==> config.mk <==
export PLATFORM = sky130hd
export DESIGN_NAME = stim_resp_driver
export DESIGN_NICKNAME = d
export VERILOG_FILES = /design/src/rtl/stim_resp_driver.sv
export SDC_FILE = /design/constraint.sdc
export NUM_CORES = 1
export LEC_CHECK = 0
export ABC_AREA = 1
export ABC_CLOCK_PERIOD_IN_PS = 1370
export CORE_AREA = 2 2 66 68
export DETAILED_ROUTE_END_ITERATION = 8
export DIE_AREA = 0 0 68 70
export PLACE_DENSITY_LB_ADDON = 0.08
export RECOVER_POWER = 50
export SYNTH_ARGS = -nofsm -noshare
export SYNTH_HDL_FRONTEND = slang
export SYNTH_SLANG_ARGS = --single-unit
==> constraint.sdc <==
create_clock -name clk -period 1.37 [get_ports clk]
set_clock_uncertainty 0.15 [all_clocks]
set_input_delay 0.137 -clock clk [delete_from_list [all_inputs] [get_ports clk]]
set_output_delay 0.137 -clock clk [all_outputs]
set_load 0.1 [all_outputs]
==> src/rtl/stim_resp_driver.sv <==
// Drive/capture end of a DUT's i/o interface: applies a 4-bit vector, waits SETTLE_CYCLES,
// captures the 5-bit response and reports it. Optional STABILITY_CHECK_EN adds a double sample.
module stim_resp_driver #(
  parameter int SETTLE_CYCLES = 8,
  parameter int ERR_W         = 8
) (
  input  logic             clk,
  input  logic             rst_n,
  input  logic             vec_valid,
  output logic             vec_ready,
  input  logic [3:0]       vec_in,
  input  logic [4:0]       exp_in,
  output logic [3:0]       drv_i,
  input  logic [4:0]       dut_o,
  output logic             resp_valid,
  input  logic             resp_ready,
  output logic [4:0]       resp_data,
  output logic             mismatch,
  output logic             busy,
  output logic [ERR_W-1:0] err_count
`ifdef STABILITY_CHECK_EN
  ,
  output logic             unstable
`endif
);

  typedef enum logic [2:0] {
    IDLE     = 3'd0,
    SETTLE   = 3'd1,
    CAPTURE  = 3'd2,
    CAPTURE2 = 3'd3,
    REPORT   = 3'd4
  } state_t;

  localparam logic [7:0] CNT_INIT = 8'(SETTLE_CYCLES - 1);

  state_t     state;
  logic [7:0] cnt;
  logic [4:0] exp_q;
  logic       err_sat;

  assign vec_ready = (state == IDLE);
  assign busy      = (state != IDLE);
  assign err_sat   = &err_count;

`ifdef STABILITY_CHECK_EN
  logic [4:0] samp1;
`endif

  always_ff @(posedge clk) begin
    if (!rst_n) begin
      state      <= IDLE;
      cnt        <= '0;
      exp_q      <= '0;
      drv_i      <= '0;
      resp_valid <= 1'b0;
      resp_data  <= '0;
      mismatch   <= 1'b0;
      err_count  <= '0;
`ifdef STABILITY_CHECK_EN
      samp1      <= '0;
      unstable   <= 1'b0;
`endif
    end else begin
      case (state)
        IDLE: begin
          if (vec_valid) begin
            drv_i <= vec_in;
            exp_q <= exp_in;
            cnt   <= CNT_INIT;
            state <= SETTLE;
          end
        end
        // counter is loaded with SETTLE_CYCLES-1 so SETTLE spans exactly SETTLE_CYCLES edges
        SETTLE: begin
          if (cnt == 8'd0) state <= CAPTURE;
          else             cnt   <= cnt - 8'd1;
        end
`ifdef STABILITY_CHECK_EN
        CAPTURE: begin
          samp1 <= dut_o;
          state <= CAPTURE2;
        end
        CAPTURE2: begin
          resp_data  <= dut_o;
          mismatch   <= (dut_o != exp_q);
          unstable   <= (dut_o != samp1);
          resp_valid <= 1'b1;
          // one increment per bad vector, whether mismatching, unstable or both
          if (((dut_o != exp_q) || (dut_o != samp1)) && !err_sat)
            err_count <= err_count + 1'b1;
          state <= REPORT;
        end
`else
        CAPTURE: begin
          resp_data  <= dut_o;
          mismatch   <= (dut_o != exp_q);
          resp_valid <= 1'b1;
          if ((dut_o != exp_q) && !err_sat)
            err_count <= err_count + 1'b1;
          state <= REPORT;
        end
`endif
        REPORT: begin
          if (resp_ready) begin
            resp_valid <= 1'b0;
            state      <= IDLE;
          end
        end
        default: state <= IDLE;
      endcase
    end
  end

endmodule

== Word-level counts from Yosys, hierarchy flattened ==
Cells that the tools add are included.
Operators by class
  $add $sub $neg: 2
  equal/unequal tests: 8
  multiplexer cells: 9
  reduce and logical (&&, ||, !) cells: 13
Operators by type and width (count)
  $mux 8: 2
  $pmux 8 s2: 1
  $pmux 3 s4: 1
  $mux 3: 3
  $add 8x1->8 const B: 1
  $logic_not 8->1: 1
  $ne 2x2->1 const B: 4
  $reduce_and 8->1: 1
  $sub 8x1->8 const B: 1
  $reduce_and 2->1: 3
  $reduce_and 3->1: 2
  $ne 5x5->1: 1
  $reduce_bool 2->1: 2
  $eq 3x1->1 const B: 1
  $eq 3x2->1 const B: 1
  $eq 3x3->1 const B: 1
  $logic_not 3->1: 1
  $reduce_bool 3->1: 1
  $pmux 1 s2: 1
  $logic_and 1x1->1: 1
  $logic_not 1->1: 1
  $mux 1: 1
Word-level totals
  register bits after elaboration: 35
  input port bits: 18
  logic and storage cells: 40

== Logic depth before layout (Yosys ltp) ==
  word-level depth: 4
  mapped depth: 9
  depth with buffers taken out: 9

== Worst setup path after synthesis ==
OpenSTA, ideal clock, no wires.
  kind: register -> register
  from: register err_count[1]
  to: register err_count[2]
  data arrival time: 2.090 ns
  path slack: -0.942 ns
  stages on the path, launching flop included: 8
  buffers on the path: 0
  period minus slack after synthesis: 2.312 ns
  cell sequence: dfxtp_1 > ha_1 > nand2_1 > inv_1 > nand4_2 > nand3_2 > nand2_1 > a21oi_1
On the way
  cells in the longest elaborated chain, start to end: 4
  elaborated cells between the ends (all ways): 5
RTL lines
  start, declared: RTL line 20  | output logic [ERR_W-1:0] err_count
  start signal, assigned: RTL line 100  | err_count <= err_count + 1'b1;
  parallel branches: the longest is 4 deep, another holds $add 8x1->8
Several ways; the timed one is not identified.
A chain may end at the register's enable or synchronous reset.

== Final worst setup path ==
  from: register cnt[4]
  to: register cnt[7]
On the way
  cells in the longest elaborated chain, start to end: 3
  elaborated cells between the ends (all ways): 6
RTL lines
  start, declared: RTL line 38  | logic [7:0] cnt;
  start signal, assigned: RTL line 77  | else cnt <= cnt - 8'd1;
  $sub 8x1->8 / $logic_not 8->1 (equally long branches): RTL line 77, 76
  $mux 8 / $ne 2x2->1 (equally long branches)
  $pmux 8 s2 / $reduce_and 3->1 (equally long branches)
Parallel ways exist; a longest one is shown, timed or not. The select of a mux whose other input is x is not followed.

==> results.yml <==
drt:
  drt_iter0_drc: 156
  drt_pre_antenna_iters: 5
  num_vias: 2015
  ant_nets: 0
  wirelength_um: 5740
  drc_errors: 0
  via_per_inst: 5.06
  wl_per_cell_um: 14.4
clock_network:
  tritoncts: "done"
  cts_sinks: 35
  cts_buffer_depth: 2
  cts_hold_buf: 0
  cts_made_buffers: 5
  h-tree-depth: 2
  clkLatencyLatePin_ns: 0.29
  cts.clk_slew.worst_paths_ns: 0.07
  clockRootBuffer: "clkbuf_8"
grt:
  grt_pass1_wl_um: 8440
  antenna_found_initial: 0
  grt_max_degree: 12
  grtUsageMet2: 0.393
  grtUsageMet1: 0.273
  gr-total-overflow: 0
  use_met3: 0.0580
  grt.total_usage: 0.233
  grt.busiest_layer: "met2"
  grt_pass1_vias: 1921
final_layout:
  fin_nets: 366
  finish.utilization: 0.793
  antennaDiodeCount: 0
  area_delta_synth_final_pct: 88.5
  drive_gt1_frac: 0.561
floorplanning:
  row_count: 24
  die_h_um: 70
  num_io_pins: 39
  core_um2: 4140
  initial_utilization: 0.421
  die_x_um: 68
  dieArea_um2: 4760
yosys:
  async_flop_share: 0
  syn_nets: 262
  ys_types: 30
  ys.flop_type: "dfxtp_1"
  yosysTopAreaCell: "dfxtp_1"
  yosys_warnings: 0
  synth_edf_count: 0
  yosys-top-cells-area: "dfxtp_1 40%, nand2_1 12%, a21oi_1 7.7%"
  synth.cell_area_um2: 1740
  synth_top_area_frac: 0.402
  avgSynthCellArea_um2: 7.24
  syn_inst: 241
  ys_ff_latch: 35
  seq_area_frac_synth: 0.402
hold_path:
  hp-class: "in2reg"
setup_path:
  required_ns: 1.41
  slowest_delay_ns: 0.31
  cp_common_cell: "nor2_1"
  crit_type: "reg2reg"
  cp-start-kind: "flop"
  end_kind: "flop"
  cpMaxStageDelayCell: "dfxtp_1"
  worstPathCellList: "nor2_1 -> nand2_1 -> nor2_4 -> nor2_4 -> nor2_8 -> nor2_1 -> nor2_1 -> nor2_1"
  path_max_fanout: 5
  worstPathArrival_ns: 1.56
sta:
  slew_headroom: 0.744
  slew_violations: 0
  rsz0062_at_grt: "yes"
  hold_viol_final: 1
  fin_crit_sh: 1.11
  min_period_ns: 1.52
  whs_ns: -0.00740
  setup_viol: 28
  max_freq_mhz: 659
  finalWorstSetupSlack_ns: -0.149
  worstMarginPinSlew_ns: 0.381
placed_design:
  portBuffers: 38
  gp_congestion: 0.848
  dp_hpwl_um: 3340
run:
  cap_viol_max_count: 0
run_status:
  violations: "negative hold slack, negative setup slack"
  status: "finished, violations left"
power:
  pwr_density_cell_nw_per_um2: 1060
  fin_total_pwr_w: 0.00349
  leakage_nw: 1.41
  peakVddDrop_v: 0.000757
[synthesized netlist by cell type (3+ instances only)]
library cell	instances
o21ai_0	13
inv_1	25
nor2_1	27
nand2_1	58
ha_1	3
o21ai_1	3
a21oi_1	27
nand3_1	9
nand4_1	7
xor2_1	7
inv_2	3
dfxtp_1	35
[per-layer routing]
layer	routed length (um)	part of all wire	up-vias
li1	-	-	1000
met1	2230	0.39	950
met4	152	0.026	0
met5	0	0	-
met3	196	0.034	19
met2	3160	0.55	46
[layout make-up]
cell class,instances,area (um2)
clock buffer,8,80.1
fill,256,857
inverter,29,145
multi-input combinational,173,1220
sequential,35,751
tap,52,65.1
timing repair buffer,101,1020
[through the flow]
step / setup WS (ns) / std cells / hold WS [ns] / setup TNS (ns) / cell area, um2
floorplan: -0.184 / 241 / 0.118 / -2.75 / 1900
global placement: -0.314 / 369 / 0.323 / -3.88 / 2840
detailed placement: -0.330 / 369 / 0.331 / -4.34 / 2840
CTS: -0.132 / 384 / 0.244 / -2.07 / 3100
global route: -0.246 / 398 / 0.0221 / -4.76 / 3290
finish: -0.149 / 398 / -0.00740 / -2.44 / 3290
[flip-flops by register name (all words and copies together), names as in the netlist]
register and count:
err_count 8, mismatch 1, exp_q 5, resp_valid 1, cnt 8, resp_data 5
state 3, drv_i 4
[cells in the final DEF (no fill, tap or decap), types with 2 or more instances in the layout]
cell / netlist / final
a21oi_1: 27 / 10
a21oi_2: 0 / 17
buf_12: 0 / 11
buf_4: 0 / 45
buf_6: 2 / 17
buf_8: 0 / 2
clkbuf_1: 1 / 3
clkbuf_4: 0 / 9
clkbuf_8: 0 / 5
clkdlybuf4s50_1: 0 / 14
dfxtp_1: 35 / 11
dfxtp_2: 0 / 16
dfxtp_4: 0 / 8
dlymetal6s2s_1: 0 / 3
ha_4: 0 / 2
inv_1: 25 / 16
inv_2: 3 / 8
nand2_1: 58 / 40
nand2_2: 1 / 12
nand2_4: 1 / 6
nand2_8: 0 / 2
nand3_1: 9 / 6
nand3_2: 2 / 2
nand3_4: 0 / 3
nand3b_1: 2 / 2
nand4_1: 7 / 7
nor2_1: 27 / 21
nor2_2: 1 / 3
nor2_4: 2 / 7
o21ai_0: 13 / 3
o21ai_1: 3 / 5
o21ai_2: 0 / 8
xor2_1: 7 / 7
[worst paths after layout]
| kind | start | endpoint | slack, ns | depth (start not counted) |
|---|---|---|---|---|
| setup / recovery | cnt[4]$_SDFFE_PN0P_ | cnt[7]$_SDFFE_PN0P_ | -0.15 | 8 |
| hold / removal | dut_o[2] | resp_data[2]$_SDFFE_PN0P_ | -0.007 | 3 |
| setup reg to reg | cnt[4]$_SDFFE_PN0P_ | cnt[7]$_SDFFE_PN0P_ | -0.15 | 8 |
| hold reg to reg | drv_i[3]$_SDFFE_PN0P_ | drv_i[3]$_SDFFE_PN0P_ | 0.32 | 2 |
[worst max-delay path, delay by kind of cell, from the launching register on]
family | cells | cell delay, ns
DFF | 1 | 0.31
and+or+nand+nor | 8 | 0.94
[what timing repair did]
item | CTS | global route
setup endpoints to repair | 24 | 37
pin swaps | 23 | 40
setup buffers | 6 | 17
cloned | 1 | 0
resized for setup | 33 | 73
[report_power, final]
group / switching [W] / internal [W]
combinational: 0.000925 / 0.000678
sequential: 0.0000580 / 0.00110
clock: 0.000377 / 0.000362
total: 0.00136 / 0.00213
[kinds of logic after synthesis]
kind of cell,after synthesis,synth area share
flops,35,0.402
buf+inv,34,0.0832
xor+xnor,7,0.0352
simple gates,117,0.321
compound gates,45,0.137
fa+ha+maj,3,0.0215
(Power assumes the default switching activity.)
